[src/rtl/scproc_mem_sequencer.sv]
// Data-memory sequencer for the single-cycle core: arbitrates core and debug
// requesters onto one fixed-latency single-port memory and produces the core commit strobe.
module scproc_mem_sequencer #(
    parameter int DBITS   = 32,
    parameter int MEM_LAT = 2
) (
    input  logic             clk,
    input  logic             reset,
    input  logic             coreReq,
    input  logic             coreWe,
    input  logic [DBITS-1:0] coreAddr,
    input  logic [DBITS-1:0] coreWdata,
    output logic [DBITS-1:0] coreRdata,
    output logic             lock,
    input  logic             dbgReq,
    input  logic             dbgWe,
    input  logic [DBITS-1:0] dbgAddr,
    input  logic [DBITS-1:0] dbgWdata,
    output logic [DBITS-1:0] dbgRdata,
    output logic             dbgAck,
    output logic             memEn,
    output logic             memWe,
    output logic [DBITS-1:0] memAddr,
    output logic [DBITS-1:0] memWdata,
    input  logic [DBITS-1:0] memRdata
);

    localparam logic [3:0] LAT_LOAD = 4'(MEM_LAT);

    typedef enum logic [1:0] {
        ST_IDLE   = 2'd0,
        ST_ACCESS = 2'd1,
        ST_DONE   = 2'd2
    } state_e;

    state_e           state_q;
    logic             grant_q;
    logic             last_grant_q;
    logic             mem_en_q;
    logic             mem_we_q;
    logic             dbg_ack_q;
    logic [3:0]       cnt_q;
    logic [DBITS-1:0] mem_addr_q;
    logic [DBITS-1:0] mem_wdata_q;
    logic [DBITS-1:0] rdata_q;

    logic             any_req_d;
    logic             win_dbg_d;
    logic             win_we_d;
    logic [DBITS-1:0] win_addr_d;
    logic [DBITS-1:0] win_wdata_d;

    // Round-robin pick: on contention the side that did not win last time goes next.
    always_comb begin
        any_req_d = coreReq | dbgReq;
        if (coreReq && dbgReq) begin
            win_dbg_d = ~last_grant_q;
        end else if (dbgReq) begin
            win_dbg_d = 1'b1;
        end else begin
            win_dbg_d = 1'b0;
        end
        if (win_dbg_d) begin
            win_we_d    = dbgWe;
            win_addr_d  = dbgAddr;
            win_wdata_d = dbgWdata;
        end else begin
            win_we_d    = coreWe;
            win_addr_d  = coreAddr;
            win_wdata_d = coreWdata;
        end
    end

    // Access sequencer: grant in IDLE, wait out the memory latency, pulse completion in DONE.
    always_ff @(posedge clk) begin
        if (reset) begin
            state_q      <= ST_IDLE;
            grant_q      <= 1'b0;
            last_grant_q <= 1'b1;
            mem_en_q     <= 1'b0;
            mem_we_q     <= 1'b0;
            dbg_ack_q    <= 1'b0;
            cnt_q        <= 4'd0;
            mem_addr_q   <= '0;
            mem_wdata_q  <= '0;
            rdata_q      <= '0;
        end else begin
            case (state_q)
                ST_IDLE: begin
                    dbg_ack_q <= 1'b0;
                    if (any_req_d) begin
                        grant_q      <= win_dbg_d;
                        last_grant_q <= win_dbg_d;
                        mem_en_q     <= 1'b1;
                        mem_we_q     <= win_we_d;
                        mem_addr_q   <= win_addr_d;
                        mem_wdata_q  <= win_wdata_d;
                        cnt_q        <= LAT_LOAD;
                        state_q      <= ST_ACCESS;
                    end else begin
                        mem_en_q <= 1'b0;
                        mem_we_q <= 1'b0;
                        state_q  <= ST_IDLE;
                    end
                end
                ST_ACCESS: begin
                    // Command is a single-cycle strobe; address and data hold afterwards.
                    mem_en_q <= 1'b0;
                    mem_we_q <= 1'b0;
                    cnt_q    <= cnt_q - 4'd1;
                    if (cnt_q <= 4'd1) begin
                        rdata_q   <= memRdata;
                        dbg_ack_q <= grant_q;
                        state_q   <= ST_DONE;
                    end else begin
                        dbg_ack_q <= 1'b0;
                        state_q   <= ST_ACCESS;
                    end
                end
                ST_DONE: begin
                    mem_en_q  <= 1'b0;
                    mem_we_q  <= 1'b0;
                    dbg_ack_q <= 1'b0;
                    state_q   <= ST_IDLE;
                end
                default: begin
                    mem_en_q  <= 1'b0;
                    mem_we_q  <= 1'b0;
                    dbg_ack_q <= 1'b0;
                    cnt_q     <= 4'd0;
                    state_q   <= ST_IDLE;
                end
            endcase
        end
    end

    // A core instruction without a memory access commits unconditionally.
    assign lock      = ~coreReq | ((state_q == ST_DONE) & ~grant_q);
    assign dbgAck    = dbg_ack_q;
    assign coreRdata = rdata_q;
    assign dbgRdata  = rdata_q;
    assign memEn     = mem_en_q;
    assign memWe     = mem_we_q;
    assign memAddr   = mem_addr_q;
    assign memWdata  = mem_wdata_q;

endmodule

[config.mk]
export PLATFORM = sky130hd
export DESIGN_NAME = scproc_mem_sequencer
export DESIGN_NICKNAME = d
export VERILOG_FILES = /design/src/rtl/scproc_mem_sequencer.sv
export SDC_FILE = /design/constraint.sdc
export NUM_CORES = 1
export LEC_CHECK = 0
export CORE_ASPECT_RATIO = 1.25
export CORE_MARGIN = 2
export CORE_UTILIZATION = 38
export DETAILED_ROUTE_END_ITERATION = 10
export GPL_TIMING_DRIVEN = 0
export MAX_ROUTING_LAYER = met4
export PLACE_DENSITY_LB_ADDON = 0.15
export SYNTH_ARGS = -nofsm -noshare
export SYNTH_HDL_FRONTEND = slang
export SYNTH_SLANG_ARGS = --single-unit
[constraint.sdc]
create_clock -name clk -period 2 [get_ports clk]
set_clock_uncertainty 0.05 [all_clocks]
set_input_delay 0.4 -clock clk [delete_from_list [all_inputs] [get_ports clk]]
set_output_delay 0.4 -clock clk [all_outputs]
set_load 0.02 [all_outputs]
After elaboration in Yosys (flattened, before gate mapping)
Cells that the tools add are included.
Storage, ports and cells
  flip-flop bits (word level): 107
  bits in latches: 0
  RAM bits: 0
  bits in read-only memories: 0
  output and inout bits: 132
  logic and storage cells: 45
  memories: 0
Cells by class
  add/sub/neg operators: 1
  multipliers: 0
  divide/modulo/power cells: 0
  magnitude comparators: 1
  equality and inequality tests: 3
  shift-type cells: 0
  mux-type cells: 11
  bitwise gates (word level): 11
  reduce and logical (&&, ||, !) cells: 8
Operators by type and width (number)
  $mux 32: 2
  $pmux 4 s3: 1
  $not 1->1: 8
  $reduce_and 2->1: 3
  $reduce_or 3->1: 2
  $mux 1: 5
  $le 4x1->1 const B: 1
  $mux 4: 1
  $pmux 2 s2: 1
  $sub 4x1->4 const B: 1
  $eq 2x1->1 const B: 1
  $eq 2x2->1 const B: 1
  $logic_not 2->1: 1
  $mux 2: 1
  $ne 2x2->1 const B: 1
  $or 1x1->1: 2
  $reduce_or 2->1: 1
  $and 1x1->1: 1
  $logic_and 1x1->1: 1

Depth between registers and ports, before layout
Gate-level depths: netlist (run 1).
  depth after elaboration: 3
  mapped depth: 6
  mapped depth without buffers: 5

Worst setup path before layout (run 1)
Ideal clock, no wire load.
  path kind: reg2out
  start: register state_q[1]
  end: output port lock
  arrival time: 1.061 ns
  required time: 1.550 ns
  setup slack: 0.489 ns
  cell stages (with the launch flop): 4
  buffers on the path: 1
  cell sequence: dfxtp_1 -> buf_2 -> inv_1 -> o31ai_1
Between the ends
  longest elaborated chain between the ends: 3
RTL lines
  start, declared: line 36  | state_e state_q;
  start signal, assigned: line 77  | state_q <= ST_IDLE;
  start signal, assigned: line 99  | state_q <= ST_ACCESS;
  start signal, assigned: line 103  | state_q <= ST_IDLE;
  $eq 2x2->1: line 138  | assign lock = ~coreReq | ((state_q == ST_DONE) & ~grant_q);
  $and 1x1->1: line 138
  $or 1x1->1: line 138
  end, declared: line 14  | output logic lock,
No other way between the ends.

Worst setup path in the final report (run 1)
  start: register rdata_q[4], in the netlist coreRdata[4]
  end: output port dbgRdata[4]
RTL lines
  start, declared: line 45  | logic [DBITS-1:0] rdata_q;
  start signal, assigned: line 112  | rdata_q <= memRdata;
  end, declared: line 19  | output logic [DBITS-1:0] dbgRdata,
No word-level cell between the ends.

==> results of run 1 <==
==> state kept, by name, indices dropped and copies added, names as in the netlist <==
signal        count
grant_q           1
state_q           2
coreRdata        32
memWdata         32
dbgAck            1
cnt_q             4
last_grant_q      1
memWe             1
memAddr          32
memEn             1
==> worst max-delay path, delay by kind of cell, from the launching register on <==
kind	cells	cell delay, ns
buffers and inverters	2	0.72
DFF	1	0.39
==> layer usage <==
layer | routed length [um] | GRT usage [%] | up-vias
met5 | 0 | - | -
met2 | 8920 | 43.8 | 234
met4 | 503 | 9.31 | 0
met1 | 6360 | 25.4 | 2499
met3 | 1320 | 6.45 | 33
li1 | - | - | 2639
==> worst paths after layout <==
check / slack (ns) / to / startpoint
setup / recovery: 0.09 / dbgRdata[4] / coreRdata[4]$_SDFFE_PP0N_
hold / removal: 0.44 / coreRdata[24]$_SDFFE_PP0N_ / coreRdata[24]$_SDFFE_PP0N_
setup reg to reg: 0.20 / memWdata[6]$_SDFFE_PP0N_ / state_q[1]$_SDFF_PP0_
hold reg to reg: 0.44 / coreRdata[24]$_SDFFE_PP0N_ / coreRdata[24]$_SDFFE_PP0N_
==> where the power goes <==
group	switching, W	internal, W	leakage, nW
Clock	0.000818	0.00117	0.167
Sequential	0.000229	0.00248	0.883
Combinational	0.00149	0.00154	2.22
Total	0.00253	0.00519	3.27
==> cell usage after synthesis (3+ instances only) <==
master	count	area share, %
buf_4	33	4.9
nand2b_1	65	8.1
buf_2	18	1.8
nand2_1	131	9.8
inv_1	4	0.30
nor2_1	4	0.30
dfxtp_1	107	43
a21oi_1	67	6.7
buf_6	3	0.67
mux2i_1	33	6.6
a311oi_1	64	11
clkbuf_1	31	2.3
o31ai_1	4	0.60
==> final cells by class <==
type,instances,area share (%)
clock inverter,5,0.965
buffer,86,5.86
multi-input combinational,392,27.9
inverter,4,0.175
sequential,107,25.0
timing repair buffer,296,34.6
tap,171,2.50
clock buffer,11,2.95
==> stage by stage <==
step	total power, W	instances	hold slack [ns]
after detailed placement	0.00578	1056	0.436
after floorplan	0.00435	589	0.407
final	0.00773	1072	0.440
after CTS	0.00778	1072	0.447
after global routing	0.00812	1072	0.469
after global placement	0.00572	1056	0.426
==> repair_timing <==
item / in CTS / in global routing
cloned: 0 / 0
endpoints found under the setup margin: 61 / 48
gates resized for setup: 5 / 12
pin swaps: 0 / 0
==> logic make-up (layout without fill, tap and decap cells) <==
family / Yosys count / in the layout
DFF: 107 / 107
muxes: 33 / 33
xor gates and xnor gates: 1 / 1
and+or+nand+nor: 212 / 212
adders and majority gates: 2 / 2
AOI/OAI and AO/OA: 144 / 144
buffers and inverters: 90 / 402
==> impl_metrics.csv, run 1 <==
group,metric,value,unit
sta,setup_ws,0.0886,ns
final_layout,fin_nets,1064,
clock_network,post_cts_buffers,0,
drt,first_iter_violations,201,
power_and_ir_drop,ir_drop,0.000413,V
drt,first_pass_iters,4,
placement,detailedPlace.worstSlack,-0.592,ns
worst_setup_path,slowest_delay,0.59,ns
placement,gp_congestion,0.921,
clock_network,cts_tree,"done",
logic_synthesis,syn_avg_cell_area,8.54,sq um
drt,remaining_drc_errors,0,
hold_path,hold_depth,2,
logic_synthesis,synth-simple-area-share,20.2,%
logic_synthesis,yosysWarnings,0,
drt,drt.antenna.violating_nets,0,
power_and_ir_drop,powerDensity,903,nW/um^2
flow_run,maxCapViolCount,0,
logic_synthesis,synth_xor_area_share,0.174,%
clock_network,clockBufferDepth,2,
final_layout,final_cell_mix,"294 x clkdlybuf4s50_1, 131 x nand2_1, 107 x dfxtp_1",
sta,setup_viol,0,
sta,setup_tns,0,ns
final_layout,area_growth,70.2,%
worst_setup_path,critPathCaptureType,"output port",
worst_setup_path,reg2regPathDepth,6,
clock_network,clk_latency,0.35,ns
logic_synthesis,synth_top_family_by_area,"simple AND/OR/NAND/NOR gates",
final_layout,fill_cells,1098,
worst_setup_path,cp.required,1.55,ns
logic_synthesis,ys_seq_area_share,42.6,%
power_and_ir_drop,leakage,3.27,nW
placement,post_dp_cell_area,8210,sq um
drt,vias_per_cell,5.04,
grt,grt_pass1_wl,26900,um
final_layout,layout_commonest_cell,"clkdlybuf4s50_1",
drt,drt_wl_total,17100,um
sta,slew_violations,0,
final_layout,final_layout_size_suffix_gt1_share,9.32,%
grt,antenna_found_initial,0,
floorplanning,coreArea,13100,sq um
clock_network,clk_pin_slew_worst_paths,0.07,ns
sta,timing.fmax,0.523,GHz
floorplanning,start_util,38.3,%
logic_synthesis,synth_edf_count,0,
floorplanning,std_cell_rows,47,
final_layout,multi_input_area,2390,sq um
final_layout,fin_util,65.3,%
clock_network,cts_root_buf,"clkbuf_16",
grt,overflow,0,
clock_network,cts_hold_buf,0,
logic_synthesis,synth_fp_nets,757,
sta,finalCriticalPeriod,1.91,ns
logic_synthesis,synth.mux.area_fraction,6.57,%
final_layout,antenna_cells,0,
floorplanning,die_y,133,um
worst_setup_path,crit_type,"reg2out",
hold_path,hold_class,"reg2reg",
floorplanning,die_area,14200,sq um
logic_synthesis,ys.flop_type,"dfxtp_1",
status,status,"finished, final reports clean",
worst_setup_path,arrival,1.46,ns
clock_network,htree_levels,3,
sta,rsz0062_at_grt,"no",
sta,hold_violations,0,
sta,post-route-period-util,95.6,%
grt,grt_max_degree,18,
logic_synthesis,synth_compound_area_share,19.9,%
drt,num_vias,5405,
final_layout,fin_area,8560,sq um
grt,grt_pass1_vias,5483,
logic_synthesis,synth_cell_type_count,35,
logic_synthesis,netlist_area,5030,sq um
placement,io_buffers,296,
logic_synthesis,synth_seq_cells,107,
logic_synthesis,synthArstFlopShare,0,%
placement,dpl.hpwl,13600,um
worst_setup_path,critPathMaxFanout,3,
logic_synthesis,syn_inst,589,
floorplanning,die_w,107,um
grt,gr-usage-all-layers,24.5,%
logic_synthesis,synth_fa_ha_area_share,0.498,%
final_layout,seq_area,2140,sq um
clock_network,cts-buffers-inserted,9,
worst_setup_path,worst_path_max_delay_cell,"clkdlybuf4s50_1",
floorplanning,io_pins,298,
drt,wl_per_cell,16.0,um
sta,relSlewSlack,60.8,%
sta,worst_pin_slew,0.583,ns
worst_setup_path,crit_chain,"buf_4 -> clkdlybuf4s50_1",
clock_network,cts_sinks,107,
worst_setup_path,start_kind,"flop",
No activity file was read; power rests on OpenSTA's default activity.
==> run 2, diff against run 1 <==
PLACE_DENSITY = 0.84   (was not set)
PLACE_DENSITY_LB_ADDON = not set   (was 0.15)
==> impl_metrics.csv, run 2 (same netlist as run 1, synthesis figures left out) <==
group,metric,value,unit
status,status,"finished, final reports clean",
drt,first_pass_iters,4,
placement,gp_congestion,0.837,
clock_network,cts-buffers-inserted,9,
final_layout,fill_cells,1114,
final_layout,final_layout_size_suffix_gt1_share,9.65,%
grt,antenna_found_initial,0,
worst_setup_path,r2r_end,"coreRdata[4]$_SDFFE_PP0N_",
worst_setup_path,critical_path.endpoint,"dbgRdata[3]",
worst_setup_path,crit_cells,2,
clock_network,cts_hold_buf,0,
worst_setup_path,critPathCaptureType,"output port",
sta,relSlewSlack,61.4,%
worst_setup_path,crit_buf_inv,2,
final_layout,fin_util,65.2,%
final_layout,layout_commonest_cell,"clkdlybuf4s50_1",
floorplanning,die_y,133,um
placement,io_buffers,296,
sta,rsz0062_at_grt,"no",
clock_network,cts_root_buf,"clkbuf_16",
worst_setup_path,cp.required,1.55,ns
drt,vias_per_cell,5.03,
worst_setup_path,crit_type,"reg2out",
clock_network,cts_tree,"done",
placement,post_dp_cell_area,8210,sq um
sta,slew_violations,0,
sta,post-route-period-util,95.6,%
worst_setup_path,critPathTopFamily,"buffers and inverters",
placement,dpl.hpwl,13400,um
worst_setup_path,start_kind,"flop",
worst_setup_path,startpoint,"coreRdata[3]$_SDFFE_PP0N_",
floorplanning,io_pins,298,
clock_network,htree_levels,3,
sta,setup_ws,0.0870,ns
drt,num_vias,5395,
final_layout,fin_nets,1065,
drt,remaining_drc_errors,0,
drt,drt_wl_total,17200,um
grt,gr-usage-all-layers,24.9,%
worst_setup_path,worst_path_max_delay_cell,"clkdlybuf4s50_1",
grt,grt_pass1_wl,27200,um
grt,overflow,0,
sta,setup_viol,0,
final_layout,multi_input_area,2390,sq um
final_layout,seq_area,2140,sq um
clock_network,clockBufferDepth,2,
power_and_ir_drop,ir_drop,0.000508,V
floorplanning,coreArea,13100,sq um
final_layout,antenna_cells,0,
power_and_ir_drop,p_total,0.00764,W
grt,grt_max_degree,19,
floorplanning,die_area,14200,sq um
clock_network,clk_pin_slew_worst_paths,0.07,ns
final_layout,final_cell_mix,"295 x clkdlybuf4s50_1, 131 x nand2_1, 107 x dfxtp_1",
worst_setup_path,critPathMaxFanout,3,
sta,timing.fmax,0.523,GHz
sta,whs,0.436,ns
drt,first_iter_violations,151,
placement,detailedPlace.worstSlack,-0.612,ns
worst_setup_path,reg2regPathDepth,5,
floorplanning,die_w,107,um
worst_setup_path,crit_chain,"buf_4 -> clkdlybuf4s50_1",
clock_network,clk_latency,0.35,ns
sta,worst_pin_slew,0.579,ns
worst_setup_path,r2r_start,"state_q[0]$_SDFF_PP0_",
final_layout,fin_area,8550,sq um
final_layout,area_growth,70.1,%
clock_network,cts_sinks,107,
floorplanning,start_util,38.3,%
flow_run,maxCapViolCount,0,
sta,hold_violations,0,
power_and_ir_drop,leakage,3.26,nW
floorplanning,std_cell_rows,47,
hold_path,hold_class,"reg2reg",
sta,finalCriticalPeriod,1.91,ns
worst_setup_path,slowest_delay,0.59,ns
drt,wl_per_cell,16.1,um
power_and_ir_drop,powerDensity,894,nW/um^2
grt,grt_pass1_vias,5377,
worst_setup_path,arrival,1.46,ns
drt,drt.antenna.violating_nets,0,
worst_setup_path,rrSetupSlack,0.27,ns
[run 2: cell count changes in the layout (fill, tap and decap cells not counted), sizes merged]
cell	previous run	this run
clkinvlp	0	2
dlymetal6s2s	1	0
clkbuf	44	42
clkdlybuf4s50	294	295
bufinv	2	1
buf	54	56
[run 2: area by class of cell]
type | instances | share of cell area, %
Timing Repair Buffer | 297 | 34.8
Multi-Input combinational cell | 392 | 28.0
Sequential cell | 107 | 25.0
Buffer | 86 | 5.88
Clock buffer | 10 | 2.79
Tap cell | 171 | 2.50
Clock inverter | 6 | 0.834
Inverter | 4 | 0.176
[run 2: through the flow]
stage	setup TNS, ns	std cells
4_1_cts	0	1072
5_1_grt	0	1073
6_report	0	1073
2_1_floorplan	0	589
3_5_place_dp	-32.82	1056
3_3_place_gp	-31.22	1056
[run 2: worst register-to-register path, stage by stage (launching register included)]
cell      delay (ns)
dfxtp_1         0.31
buf_2           0.24
nand2b_4        0.11
nor4_4          0.51
buf_6           0.26
mux2i_1         0.20
[run 2: what timing repair did]
item	in CTS	in global routing
setup endpoints to repair	61	34
setup buffers	0	1
resized for setup	8	10
pin swaps	0	1
endpoints found under the hold margin	0	0
[run 2: power by group]
| group | total [W] | internal (W) | switching [W] | leakage [nW] |
|---|---|---|---|---|
| clock network | 0.00187 | 0.00102 | 0.000847 | 0.146 |
| registers | 0.00270 | 0.00248 | 0.000223 | 0.883 |
| logic | 0.00308 | 0.00156 | 0.00152 | 2.23 |
[run 2: how the worst min path moves through the flow]
| stage | cells after the start | startpoint | slack, ns | end |
|---|---|---|---|---|
| finish | 2 | coreRdata[28]$_SDFFE_PP0N_ | 0.44 | coreRdata[28]$_SDFFE_PP0N_ |
| global route | 2 | coreRdata[24]$_SDFFE_PP0N_ | 0.45 | coreRdata[24]$_SDFFE_PP0N_ |
| CTS | 2 | coreRdata[28]$_SDFFE_PP0N_ | 0.44 | coreRdata[28]$_SDFFE_PP0N_ |
| detailed placement | 2 | coreRdata[28]$_SDFFE_PP0N_ | 0.43 | coreRdata[28]$_SDFFE_PP0N_ |
| global placement | 2 | grant_q$_SDFFE_PP0N_ | 0.42 | grant_q$_SDFFE_PP0N_ |
| floorplan | 2 | grant_q$_SDFFE_PP0N_ | 0.41 | grant_q$_SDFFE_PP0N_ |
[run 2: routing by layer]
layer | vias to the layer above | wire [um] | track usage, %
met4 | 0 | 373 | 8.37
met5 | - | 0 | -
met2 | 241 | 8960 | 44.8
met1 | 2485 | 6650 | 27.3
li1 | 2641 | - | -
met3 | 28 | 1240 | 4.73
==> run 3, diff against run 2 <==
CAP_MARGIN = 20   (was not set)
TNS_END_PERCENT = 5   (was not set)
==> impl_metrics.csv, run 3 (same netlist as run 1, synthesis figures left out) <==
group,metric,value,unit
drt,remaining_drc_errors,0,
sta,finalCriticalPeriod,1.96,ns
drt,first_pass_iters,5,
floorplanning,io_pins,298,
clock_network,cts-buffers-inserted,9,
status,status,"finished, final reports clean",
worst_setup_path,worst_path_max_delay_cell,"clkdlybuf4s50_1",
power_and_ir_drop,p_int,0.00504,W
worst_setup_path,crit_chain,"clkdlybuf4s50_1 -> a21bo_2 -> buf_4 -> clkbuf_1 -> nand2_1 -> a311oi_1",
grt,grt_pass1_vias,5377,
clock_network,cts_tree,"done",
clock_network,clockBufferDepth,2,
clock_network,cts_root_buf,"clkbuf_16",
drt,first_iter_violations,183,
clock_network,clk_pin_slew_worst_paths,0.07,ns
placement,io_buffers,296,
worst_setup_path,arrival,2.17,ns
final_layout,layout_commonest_cell,"clkdlybuf4s50_1",
grt,grt_max_degree,19,
worst_setup_path,critPathCaptureType,"flop",
sta,timing.fmax,0.509,GHz
placement,post_dp_cell_area,8210,sq um
grt,overflow,0,
floorplanning,coreArea,13100,sq um
placement,dpl.hpwl,13400,um
clock_network,htree_levels,3,
sta,rsz0062_at_grt,"yes",
grt,gr-usage-all-layers,24.9,%
worst_setup_path,start_kind,"input pin",
final_layout,area_growth,69.6,%
grt,antenna_found_initial,0,
floorplanning,die_w,107,um
final_layout,antenna_cells,0,
final_layout,fin_area,8530,sq um
floorplanning,std_cell_rows,47,
floorplanning,die_y,133,um
sta,whs,0.435,ns
sta,relSlewSlack,59.8,%
hold_path,hold_class,"reg2reg",
drt,drt.antenna.violating_nets,0,
placement,gp_congestion,0.837,
power_and_ir_drop,powerDensity,894,nW/um^2
power_and_ir_drop,power_frac_comb,40.1,%
worst_setup_path,critPathMaxFanout,10,
power_and_ir_drop,swShare,33.9,%
power_and_ir_drop,p_total,0.00762,W
drt,num_vias,5404,
clock_network,cts_sinks,107,
power_and_ir_drop,leakage,3.24,nW
sta,hold_violations,0,
drt,vias_per_cell,5.04,
sta,slew_violations,0,
sta,setup_viol,0,
worst_setup_path,slowest_delay,0.60,ns
flow_run,maxCapViolCount,0,
worst_setup_path,crit_type,"in2reg",
worst_setup_path,cp.required,2.21,ns
sta,worst_pin_slew,0.603,ns
power_and_ir_drop,ir_drop,0.000507,V
final_layout,final_layout_size_suffix_gt1_share,9.21,%
floorplanning,start_util,38.3,%
clock_network,cts_hold_buf,0,
floorplanning,die_area,14200,sq um
power_and_ir_drop,power_frac_seq,35.5,%
final_layout,fin_nets,1064,
power_and_ir_drop,p_switching,0.00258,W
sta,post-route-period-util,98.1,%
drt,wl_per_cell,16.0,um
drt,drt_wl_total,17200,um
grt,grt_pass1_wl,27200,um
clock_network,clk_latency,0.35,ns
power_and_ir_drop,clkPwrFrac,24.5,%
final_layout,final_cell_mix,"295 x clkdlybuf4s50_1, 131 x nand2_1, 107 x dfxtp_1",
run 3: through the flow:
step	std cells	worst slack, ns	util [%]	setup TNS [ns]
2_1_floorplan	589	0.489	-	0
3_3_place_gp	1056	-0.576	62.6	-31.22
3_5_place_dp	1056	-0.612	62.6	-32.82
4_1_cts	1072	-0.00207	65.0	-0.00207
5_1_grt	1072	-0.0743	65.0	-0.831
6_report	1072	0.0372	65.0	0
run 3: power groups by stage:
stage,registers (W),logic (W),clock network (W)
6_report,0.00270,0.00305,0.00187
2_1_floorplan,0.00311,0.00124,0
3_5_place_dp,0.00275,0.00306,0
3_3_place_gp,0.00273,0.00303,0
4_1_cts,0.00270,0.00307,0.00190
5_1_grt,0.00274,0.00327,0.00198
run 3: timing repair:
action | CTS | global route
setup buffers | 0 | 0
setup endpoints to repair | 61 | 34
gates resized for setup | 7 | 8
run 3: area by class of cell:
cell class / count / area [sq um]
plain buffers: 86 / 499
clock buffers: 10 / 239
clock inverters: 6 / 71.3
fillers: 1120 / 4580
inverters: 4 / 15.0
multi-input cells: 392 / 2390
flip-flops and latches: 107 / 2140
well taps: 171 / 214
repair buffers: 296 / 2960
run 3: critical path, delay by kind of cell:
kind	cells	cell delay, ns
buffers and inverters	3	1.16
and+or+nand+nor	1	0.13
AOI/OAI and AO/OA	2	0.47
run 3: worst paths after layout:
check,from,endpoint,cells past startpoint,slack [ns]
max,coreReq,memAddr[20]$_SDFFE_PP0N_,6,0.04
max reg2reg,state_q[1]$_SDFF_PP0_,memWdata[14]$_SDFFE_PP0N_,6,0.26
min reg2reg,coreRdata[28]$_SDFFE_PP0N_,coreRdata[28]$_SDFFE_PP0N_,2,0.44
min,coreRdata[28]$_SDFFE_PP0N_,coreRdata[28]$_SDFFE_PP0N_,2,0.44
run 3: metal layers:
layer,wire length (um),GRT usage [%],vias up,part of all wire (%)
met3,1190,4.73,27,6.9
met4,388,8.37,0,2.3
li1,-,-,2638,-
met2,9030,44.8,242,53
met1,6590,27.3,2497,38
met5,0,-,-,0
